$ cat src/rtl/cla_pipe_adder.sv
// Pipelined carry-lookahead adder/subtractor: SEGS 16-bit segments, one segment per stage, global-stall handshake.
// Define CLA_PIPE_OVF_EN to add the registered signed-overflow output 'ovf'.
module cla_pipe_adder #(
  parameter int SEGS    = 2,
  parameter int OUT_REG = 1
) (
  input  logic                 clk,
  input  logic                 rst_n,
  input  logic                 in_valid,
  output logic                 in_ready,
  input  logic [16*SEGS-1:0]   a,
  input  logic [16*SEGS-1:0]   b,
  input  logic                 cin,
  input  logic                 sub,
  output logic                 out_valid,
  input  logic                 out_ready,
  output logic [16*SEGS-1:0]   sum,
  output logic                 cout,
  output logic                 px,
  output logic                 gx
`ifdef CLA_PIPE_OVF_EN
  ,
  output logic                 ovf
`endif
);

  localparam int W = 16 * SEGS;

  if (OUT_REG != 1) begin : g_out_reg_check
    $error("cla_pipe_adder: OUT_REG=0 is not supported");
  end
  if (SEGS < 1 || SEGS > 8) begin : g_segs_check
    $error("cla_pipe_adder: SEGS must be in 1..8");
  end

  // 16-bit two-level lookahead: returns {Pseg, Gseg, carry-out, sum[15:0]}.
  function automatic logic [18:0] cla16(input logic [15:0] x, input logic [15:0] y, input logic ci);
    logic [15:0] p, g, c;
    logic [3:0]  gp, gg, gc;
    logic        pseg, gseg;
    p = x ^ y;
    g = x & y;
    for (int j = 0; j < 4; j++) begin
      gp[j] = &p[4*j +: 4];
      gg[j] = g[4*j+3] | (p[4*j+3] & g[4*j+2]) | (p[4*j+3] & p[4*j+2] & g[4*j+1])
            | (p[4*j+3] & p[4*j+2] & p[4*j+1] & g[4*j]);
    end
    gc[0] = ci;
    gc[1] = gg[0] | (gp[0] & ci);
    gc[2] = gg[1] | (gp[1] & gg[0]) | (gp[1] & gp[0] & ci);
    gc[3] = gg[2] | (gp[2] & gg[1]) | (gp[2] & gp[1] & gg[0]) | (gp[2] & gp[1] & gp[0] & ci);
    pseg  = &gp;
    gseg  = gg[3] | (gp[3] & gg[2]) | (gp[3] & gp[2] & gg[1]) | (gp[3] & gp[2] & gp[1] & gg[0]);
    for (int j = 0; j < 4; j++) begin
      c[4*j]   = gc[j];
      c[4*j+1] = g[4*j] | (p[4*j] & gc[j]);
      c[4*j+2] = g[4*j+1] | (p[4*j+1] & g[4*j]) | (p[4*j+1] & p[4*j] & gc[j]);
      c[4*j+3] = g[4*j+2] | (p[4*j+2] & g[4*j+1]) | (p[4*j+2] & p[4*j+1] & g[4*j])
               | (p[4*j+2] & p[4*j+1] & p[4*j] & gc[j]);
    end
    return {pseg, gseg, gseg | (pseg & ci), p ^ c};
  endfunction

  // Stage k register holds the beat before segment k is added; full-width copies carry skew and de-skew data.
  logic [SEGS-1:0] v_q, c_q, px_q, gx_q;
  logic [W-1:0]    a_q [SEGS];
  logic [W-1:0]    b_q [SEGS];
  logic [W-1:0]    s_q [SEGS];
  logic [18:0]     seg_res  [SEGS];
  logic [W-1:0]    word_nxt [SEGS];
  logic            advance;

  assign advance  = !out_valid | out_ready;
  assign in_ready = advance;

  always_comb begin
    for (int k = 0; k < SEGS; k++) begin
      seg_res[k]  = cla16(a_q[k][16*k +: 16], b_q[k][16*k +: 16], c_q[k]);
      word_nxt[k] = s_q[k];
      word_nxt[k][16*k +: 16] = seg_res[k][15:0];
    end
  end

  always_ff @(posedge clk or negedge rst_n) begin
    if (!rst_n) begin
      v_q       <= '0;
      c_q       <= '0;
      px_q      <= '0;
      gx_q      <= '0;
      for (int k = 0; k < SEGS; k++) begin
        a_q[k] <= '0;
        b_q[k] <= '0;
        s_q[k] <= '0;
      end
      out_valid <= 1'b0;
      sum       <= '0;
      cout      <= 1'b0;
      px        <= 1'b0;
      gx        <= 1'b0;
`ifdef CLA_PIPE_OVF_EN
      ovf       <= 1'b0;
`endif
    end else if (advance) begin
      v_q[0]  <= in_valid;
      a_q[0]  <= a;
      b_q[0]  <= sub ? ~b : b;
      c_q[0]  <= sub | cin;
      px_q[0] <= 1'b1;
      gx_q[0] <= 1'b0;
      s_q[0]  <= '0;
      for (int k = 0; k < SEGS - 1; k++) begin
        v_q[k+1]  <= v_q[k];
        a_q[k+1]  <= a_q[k];
        b_q[k+1]  <= b_q[k];
        s_q[k+1]  <= word_nxt[k];
        c_q[k+1]  <= seg_res[k][16];
        px_q[k+1] <= px_q[k] & seg_res[k][18];
        gx_q[k+1] <= seg_res[k][17] | (seg_res[k][18] & gx_q[k]);
      end
      out_valid <= v_q[SEGS-1];
      // Result registers only load on a real beat so they keep their last value across bubbles.
      if (v_q[SEGS-1]) begin
        sum  <= word_nxt[SEGS-1];
        cout <= seg_res[SEGS-1][16];
        px   <= px_q[SEGS-1] & seg_res[SEGS-1][18];
        gx   <= seg_res[SEGS-1][17] | (seg_res[SEGS-1][18] & gx_q[SEGS-1]);
`ifdef CLA_PIPE_OVF_EN
        ovf  <= seg_res[SEGS-1][16]
              ^ (a_q[SEGS-1][W-1] ^ b_q[SEGS-1][W-1] ^ word_nxt[SEGS-1][W-1]);
`endif
      end
    end
  end

endmodule
$ cat config.mk
export PLATFORM = sky130hd
export DESIGN_NAME = cla_pipe_adder
export DESIGN_NICKNAME = d
export VERILOG_FILES = /design/src/rtl/cla_pipe_adder.sv
export SDC_FILE = /design/constraint.sdc
export NUM_CORES = 1
export LEC_CHECK = 0
export BUFFER_PORTS_ARGS = -buffer_cell sky130_fd_sc_hd__buf_2
export CAP_MARGIN = 20
export CORE_UTILIZATION = 44
export DETAILED_ROUTE_END_ITERATION = 8
export GPL_TIMING_DRIVEN = 0
export PLACE_DENSITY = 0.66
export SLEW_MARGIN = 30
export SYNTH_ARGS = -nofsm -noshare
export SYNTH_HDL_FRONTEND = slang
export SYNTH_SLANG_ARGS = --single-unit
$ cat constraint.sdc
create_clock -name clk -period 2.8 [get_ports clk]
set_input_delay 0.7 -clock clk [delete_from_list [all_inputs] [get_ports clk]]
set_output_delay 0.7 -clock clk [all_outputs]
set_load 0.01 [all_outputs]
### Yosys cells after proc, flatten, opt, wreduce, memory -nomap -nowiden

Index checks and enable logic that the tools add are counted.

* register bits: 187
* bits in latches: 0
* RAM bits: 0
* memory bits (read-only): 0
* bits of input ports: 70
* logic and storage cells: 274
* memories kept: 0

* add/sub/neg operators: 0
* multiply operators: 0
* div/mod/pow operators: 0
* $lt $le $gt $ge: 0
* eq/ne operators: 0
* shift operators: 0
* muxes and demuxes: 1
* bitwise logic cells: 247
* reduce and logical (&&, ||, !) cells: 12

Operators by type and width (count)
* $and 1x1->1: 145
* $or 1x1->1: 95
* $xor 16x16->16: 4
* $and 16x16->16: 2
* $mux 32: 1
* $not 32->32: 1
* $reduce_and 16->1: 2
* $reduce_and 4->1: 8
* $reduce_and 2->1: 1
* $logic_not 1->1: 1

### Logic depth before layout (Yosys ltp)

Gate-level depths: netlist of the first run.

* word-level depth: 12
* mapped depth: 8
* gate-level depth less buffers: 8

### Worst setup path after synthesis of the first run

OpenSTA, ideal clock, no wires.

* path type: reg-to-reg
* start: reg a_q[19] (netlist name)
* end: reg sum[28]
* setup time: 0.125 ns
* data arrival time: 2.272 ns
* required time: 2.675 ns
* slack: 0.404 ns
* stages on the path, launching flop included: 8
* clock period less this slack: 2.396 ns
* cells stage by stage: dfrtp_1 -> ha_1 -> and3_1 -> a221o_1 -> a21oi_4 -> o21ai_2 -> fa_1 -> mux2_2

RTL lines
* start: declaration: line 66 `logic [W-1:0] a_q [SEGS];`
* start signal: indexed assignment: line 113 `a_q[k+1] <= a_q[k];`
* end signal: assignment: line 123 `sum <= word_nxt[SEGS-1];`
* end: declaration: line 17 `output logic [16*SEGS-1:0] sum,`

==> flow_metrics.env, run 1 <==
export IMPL_status="complete, no violations"
export IMPL_cp_start_kind="flip-flop"
export IMPL_synth_cells=761
export IMPL_cts_tree="built"
export IMPL_synth_area_leaders="dfrtp_1 53%, nand2_1 14%, ha_1 5.5%, xnor2_1 5.0%, o21ai_0 2.8%"
export IMPL_r2r_start="b_q[18]"
export IMPL_grt_ovfl_total=0
export IMPL_drt_iter0_markers=306
export IMPL_yosys_top_cells_count="269 x nand2_1, 155 x dfrtp_1, 42 x xnor2_1, 41 x o21ai_0, 32 x ha_1"
export IMPL_synth_cell_types=48
export IMPL_diodes=0
export IMPL_antenna_found_initial=0
export IMPL_synth_fp_nets=871
export IMPL_ant_nets=0
export IMPL_rows=46
export IMPL_rsz0062_at_grt="false"
export IMPL_drive_gt1_share_pct=17.91
export IMPL_nFillCells=1510
export IMPL_gp_congestion=0.8257
export IMPL_grt_max_degree=79
export IMPL_synthAdderAreaFrac_pct=7.632
export IMPL_track_usage_pct=21.09
export IMPL_grt_pass1_wl_mm=28.10
export IMPL_critical_path_max_fanout=5
export IMPL_end_kind="flip-flop"
export IMPL_cap_violations=0
export IMPL_reg2regPathDepth=7
export IMPL_wire_per_inst_microns=15.25
export IMPL_cts_made_buffers=17
export IMPL_clockBufferDepth=2
export IMPL_synth_ff_type="dfrtp_1"
export IMPL_worstMarginPinSlew_ps=730.0
export IMPL_final_setup_viol_count=0
export IMPL_htreeDepth=4
export IMPL_avgSynthCellArea_sq_um=9.651
export IMPL_synthesis_area_sq_um=7345
export IMPL_die_h_microns=131.2
export IMPL_dp_hpwl_mm=12.33
export IMPL_ios=107
export IMPL_num_vias=5513
export IMPL_relSlewSlack_pct=51.33
export IMPL_ctsResizeCount=0
export IMPL_wl_mm=17.01
export IMPL_die_w_microns=131.2
export IMPL_hold_buffers=0
export IMPL_cp_endpoint="sum[28]"
export IMPL_ys_warn_count=0
export IMPL_report_final_slew_viol_count=0
export IMPL_nNetsFinal=996
export IMPL_io_buffers=105
export IMPL_place_area_sq_um=8178
export IMPL_dr_pass1_iters=4
export IMPL_regArea_sq_um=3879
export IMPL_yosysTopAreaCell="dfrtp_1"
export IMPL_synth_top_area_share_pct=52.81
export IMPL_synth_edff_count=0
export IMPL_irDropWorstVdd_mv=0.5759
export IMPL_clock_fmax_ghz=0.3861
export IMPL_post_cts_buffers=0
export IMPL_power_total_uw=9610
export IMPL_critPathLaunch="b_q[18]"
export IMPL_p_per_area_nw_per_um2=1099
export IMPL_remaining_drc_errors=0
export IMPL_synth_compound_area_share_pct=10.17
export IMPL_ys_seq_area_share_pct=52.81
export IMPL_vias_per_cell=4.944
export IMPL_initial_core_util_pct=45.57
export IMPL_clock_sinks=155
export IMPL_clkTransAtPathRegs_ps=60
export IMPL_area_growth_pct=19.10
export IMPL_synthXorXnorAreaFrac_pct=6.201
export IMPL_leakage_uw=0.004308
export IMPL_clkLatencyLatePin_ps=430
export IMPL_synth_simple_gate_area_share_pct=17.75
export IMPL_fp_coreArea_sq_um=16120
export IMPL_multi_input_area_sq_um=3291
export IMPL_fin_worst_skew_ps=6.350
export IMPL_post_route_min_period_ps=2590
export IMPL_hold_path_class="in2async"
export IMPL_arrival_ps=2900
export IMPL_period_share_pct=92.50
export IMPL_crit_required_ps=3110
export IMPL_timing_rr_end="sum[28]"
export IMPL_cts_root_buf="clkbuf_16"
export IMPL_synth_mux_area_share_pct=3.049
export IMPL_yosysMostFrequentCell="nand2_1"
export IMPL_synth_async_reset_ratio_pct=100.0
export IMPL_grt_pass1_vias=5573
export IMPL_synth_seq_cells=155
export IMPL_synth_top_family_by_area="simple AND/OR/NAND/NOR gates"
export IMPL_rrSetupSlack_ps=210
export IMPL_final_area_sq_um=8747
export IMPL_dieArea_sq_um=17210
export IMPL_critPathKind="reg2reg"
export IMPL_hold_viol=0
==> metrics by stage <==
| stage | TNS [ps] | hold WS, ps | setup WS [ps] | cells | utilization, % |
|---|---|---|---|---|---|
| finish | 0 | 232.8 | 209.9 | 1115 | 54.28 |
| global route | 0 | 285.6 | 99.90 | 1115 | 54.28 |
| CTS | 0 | 273.8 | 207.2 | 1115 | 54.28 |
| detailed placement | 0 | 452.1 | 213.6 | 1083 | 50.75 |
| global placement | -205190 | 448.7 | -1336 | 1082 | 50.51 |
| floorplan | 0 | 404.4 | 403.6 | 761 | - |
==> placed cells by master (no fill, tap or decap), types with 2 or more instances in the layout <==
cell type and instances:
nand3_1 8, xnor2_1 42, nand4_1 2, o31ai_1 2
nor2_1 17, clkbuf_1 29, xor2_1 10, clkbuf_16 17
buf_2 106, bufinv_16 2, clkinvlp_4 2, inv_2 2
and2_1 3, o211ai_1 2, a21o_1 14, o21ai_1 20
fa_1 8, nor4_1 2, a22oi_1 2, ha_1 32
or3_1 4, o21bai_1 2, nand2b_1 5, nand2_1 269
o21ai_0 41, buf_1 6, mux2_2 18, o221a_1 2
and3_1 3, clkinv_2 6, nor2b_1 4, nor3_1 4
a21oi_1 26, inv_1 9, a41oi_1 2, dfrtp_1 155
==> worst max-delay path, stage by stage (launching register included) <==
cell and delay, ps:
dfrtp_1 400, ha_1 350, and3_1 200, a221o_1 430, a21oi_4 250, o21ai_2 120
fa_1 450, mux2_2 270
==> cell type report <==
type / count / area share (%)
Sequential cell: 155 / 44.34
Multi-Input combinational cell: 560 / 37.62
Timing Repair Buffer: 106 / 6.437
Clock buffer: 20 / 5.107
Tap cell: 216 / 3.090
Buffer: 35 / 1.531
Clock inverter: 12 / 1.402
Inverter: 11 / 0.4720
==> worst min-delay path by stage <==
stage,endpoint,start
final,sum[4],rst_n
after global routing,sum[4],rst_n
after CTS,sum[4],rst_n
after detailed placement,px_q[0],px_q[0]
after global placement,px_q[0],px_q[0]
after floorplan,a_q[16],rst_n
==> sequential cells by signal, indices dropped and copies added (netlist names) <==
signal	cells
px	1
cout	1
gx	1
px_q	2
sum	32
c_q	2
gx_q	1
v_q	2
a_q	48
s_q	16
b_q	48
out_valid	1
==> power breakdown <==
| part | total, uW | leakage, uW | internal, uW | switching (uW) |
|---|---|---|---|---|
| clock | 2250 | 0.000280 | 1330 | 916 |
| sequential | 3590 | 0.00186 | 3070 | 520 |
| combinational | 3780 | 0.00217 | 1610 | 2170 |
| total | 9610 | 0.00431 | 6010 | 3600 |
==> per-layer routing <==
| metal | track usage, % | up-vias | wire, microns |
|---|---|---|---|
| met4 | 6.078 | 0 | 253 |
| met5 | 0 | - | 0 |
| met3 | 4.745 | 22 | 650 |
| li1 | - | 2767 | - |
| met1 | 27.40 | 2610 | 7989 |
| met2 | 35.17 | 114 | 8111 |
==> cells by family after synthesis <==
logic type               count (synthesis)
multiplexers                            20
AND/OR/NAND/NOR                        324
AO/OA/AOI/OAI                          124
flip-flops                             155
buffers and inverters                   46
adder cells (fa/ha/maj)                 40
XOR/XNOR                                52
Note: power is estimated with default switching activity, not from simulation.
==> inputs of run 2 (changes only) <==
--- a/config.mk
+++ b/config.mk
@@ -7,10 +7,10 @@
 export LEC_CHECK = 0
 export BUFFER_PORTS_ARGS = -buffer_cell sky130_fd_sc_hd__buf_2
 export CAP_MARGIN = 20
-export CORE_UTILIZATION = 44
+export CORE_UTILIZATION = 57
 export DETAILED_ROUTE_END_ITERATION = 8
 export GPL_TIMING_DRIVEN = 0
-export PLACE_DENSITY = 0.66
+export PLACE_DENSITY = 0.82
 export SLEW_MARGIN = 30
 export SYNTH_ARGS = -nofsm -noshare
 export SYNTH_HDL_FRONTEND = slang
==> run 2 against run 1 <==
Hold slack improved by 4.8 ps; non-clock buffer count unchanged; core utilization is 15 points higher; critical path type unchanged; critical endpoint unchanged.
==> flow_metrics.env, run 2 (synthesis results as in run 1) <==
export IMPL_status="complete, no violations"
export IMPL_rows=41
export IMPL_clkTransAtPathRegs_ps=60
export IMPL_cp_start_kind="flip-flop"
export IMPL_clkLatencyLatePin_ps=420
export IMPL_max_stage_delay_ps=460
export IMPL_clock_fmax_ghz=0.3732
export IMPL_clockBufferDepth=2
export IMPL_crit_required_ps=3100
export IMPL_tns_ps=0
export IMPL_dr_pass1_iters=7
export IMPL_diodes=0
export IMPL_relSlewSlack_pct=44.40
export IMPL_drt_met1_wl_mm=7.412
export IMPL_critPathKind="reg2reg"
export IMPL_dp_hpwl_mm=12.16
export IMPL_area_growth_pct=18.64
export IMPL_grt_ovfl_total=0
export IMPL_wl_met3_microns=877
export IMPL_irDropWorstVdd_mv=0.4460
export IMPL_worstMarginPinSlew_ps=833.9
export IMPL_wl_mm=17.41
export IMPL_hold_ws_ps=237.7
export IMPL_gp_congestion=0.8534
export IMPL_rrSetupSlack_ps=120
export IMPL_final_setup_viol_count=0
export IMPL_cts_tree="built"
export IMPL_remaining_drc_errors=0
export IMPL_cts_made_buffers=17
export IMPL_drt_iter0_markers=388
export IMPL_die_h_microns=115.5
export IMPL_path_buf_inv=0
export IMPL_crit_family="compound AO/OA/AOI/OAI gates"
export IMPL_path_cells="ha_1 -> and3_1 -> a221o_1 -> a21oi_4 -> o21ai_2 -> fa_1 -> mux2_2"
export IMPL_clock_sinks=155
export IMPL_wire_per_inst_microns=16.25
export IMPL_num_vias=5857
export IMPL_post_route_min_period_ps=2680
export IMPL_hold_path_class="in2async"
export IMPL_cts_root_buf="clkbuf_16"
export IMPL_place_ws_ps=138.7
export IMPL_post_cts_buffers=0
export IMPL_fp_coreArea_sq_um=12570
export IMPL_nFillCells=968
export IMPL_vias_per_cell=5.469
export IMPL_fin_ws_ps=120.2
export IMPL_reg_top3="a_q: 48 flops, b_q: 48 flops, sum: 32 flops"
export IMPL_hold_viol=0
export IMPL_power_frac_comb_pct=39.9
export IMPL_r2r_start="a_q[18]"
export IMPL_ctsResizeCount=0
export IMPL_grt_max_degree=88
export IMPL_p_clk_share_pct=23.3
export IMPL_rsz0062_at_grt="false"
export IMPL_routed_wl_met2_mm=8.753
export IMPL_finish_utilization_pct=69.33
export IMPL_cap_violations=0
export IMPL_fin_worst_skew_ps=8.271
export IMPL_seqPwrFrac_pct=36.7
export IMPL_grt_pass1_wl_mm=28.47
export IMPL_leakage_uw=0.004303
export IMPL_report_final_slew_viol_count=0
export IMPL_initial_core_util_pct=58.44
export IMPL_ios=107
export IMPL_antenna_found_initial=0
export IMPL_period_share_pct=95.71
export IMPL_dieArea_sq_um=13340
export IMPL_p_int_uw=6068
export IMPL_grt_pass1_vias=5807
export IMPL_io_buffers=105
export IMPL_end_kind="flip-flop"
export IMPL_ant_nets=0
export IMPL_final_cell_mix="269 x nand2_1, 155 x dfrtp_1, 106 x buf_2, 42 x xnor2_1, 41 x o21ai_0"
export IMPL_critPathLaunch="a_q[18]"
export IMPL_netSwitchingPower_uw=3718
export IMPL_drive_gt1_share_pct=17.91
export IMPL_slowest_stage="fa_1"
export IMPL_htreeDepth=4
export IMPL_top_layer_used="met4"
export IMPL_p_sw_share_pct=37.99
export IMPL_critical_path_max_fanout=5
export IMPL_final_common_cell="nand2_1"
export IMPL_track_usage_pct=28.33
export IMPL_p_per_area_nw_per_um2=1123
export IMPL_nNetsFinal=996
export IMPL_die_w_microns=115.5
export IMPL_arrival_ps=2980
export IMPL_hold_buffers=0
run 2: changes by cell type in the layout (fill, tap and decap cells not counted), sizes merged:
cell and change:
clkinvlp +3, clkbuf +2, clkinv -4, inv -1
run 2: power groups by stage:
stage	sequential, uW	combinational, uW	clock, uW
6_report	3600	3910	2280
5_1_grt	3690	4340	2380
4_1_cts	3590	3890	2280
3_5_place_dp	3610	3800	0
3_3_place_gp	3570	3650	0
2_1_floorplan	3590	2580	0
run 2: path summary, 6_finish.rpt:
path                       endpoint  depth (start not counted)
max in group asynchronous   a_q[40]                          2
setup reg to reg            sum[28]                          7
min in group clk            a_q[52]                          2
setup / recovery            sum[28]                          7
hold reg to reg             a_q[52]                          2
hold / removal              sum[25]                          1
run 2: final cells by class:
type	instances	area, sq um	area share [%]
sequential	155	3879	44.51
multi-input combinational	560	3291	37.77
inverter	11	41.29	0.4739
buffer	35	133.9	1.536
clock buffer	22	474.2	5.442
clock inverter	10	116.4	1.335
tap	172	215.2	2.470
timing repair buffer	106	563.0	6.462
run 2: worst reg2reg max path: stages (launching register included):
cell and delay [ps]:
dfrtp_1 390, ha_1 380, and3_1 220, a221o_1 430
a21oi_4 280, o21ai_2 140, fa_1 460, mux2_2 270
run 2: per-stage QoR:
step,total power [uW],std cells,area (sq um)
5_1_grt,10420,1071,8713
2_1_floorplan,6169,761,7345
6_report,9786,1071,8713
3_5_place_dp,7412,1039,8123
4_1_cts,9761,1071,8713
3_3_place_gp,7221,1038,8085
run 2: layer usage:
layer | GRT usage [%] | up-vias
met1 | 36.41 | 2849
met4 | 9.697 | 0
met5 | 0 | -
met2 | 48.30 | 202
met3 | 5.439 | 36
li1 | - | 2770
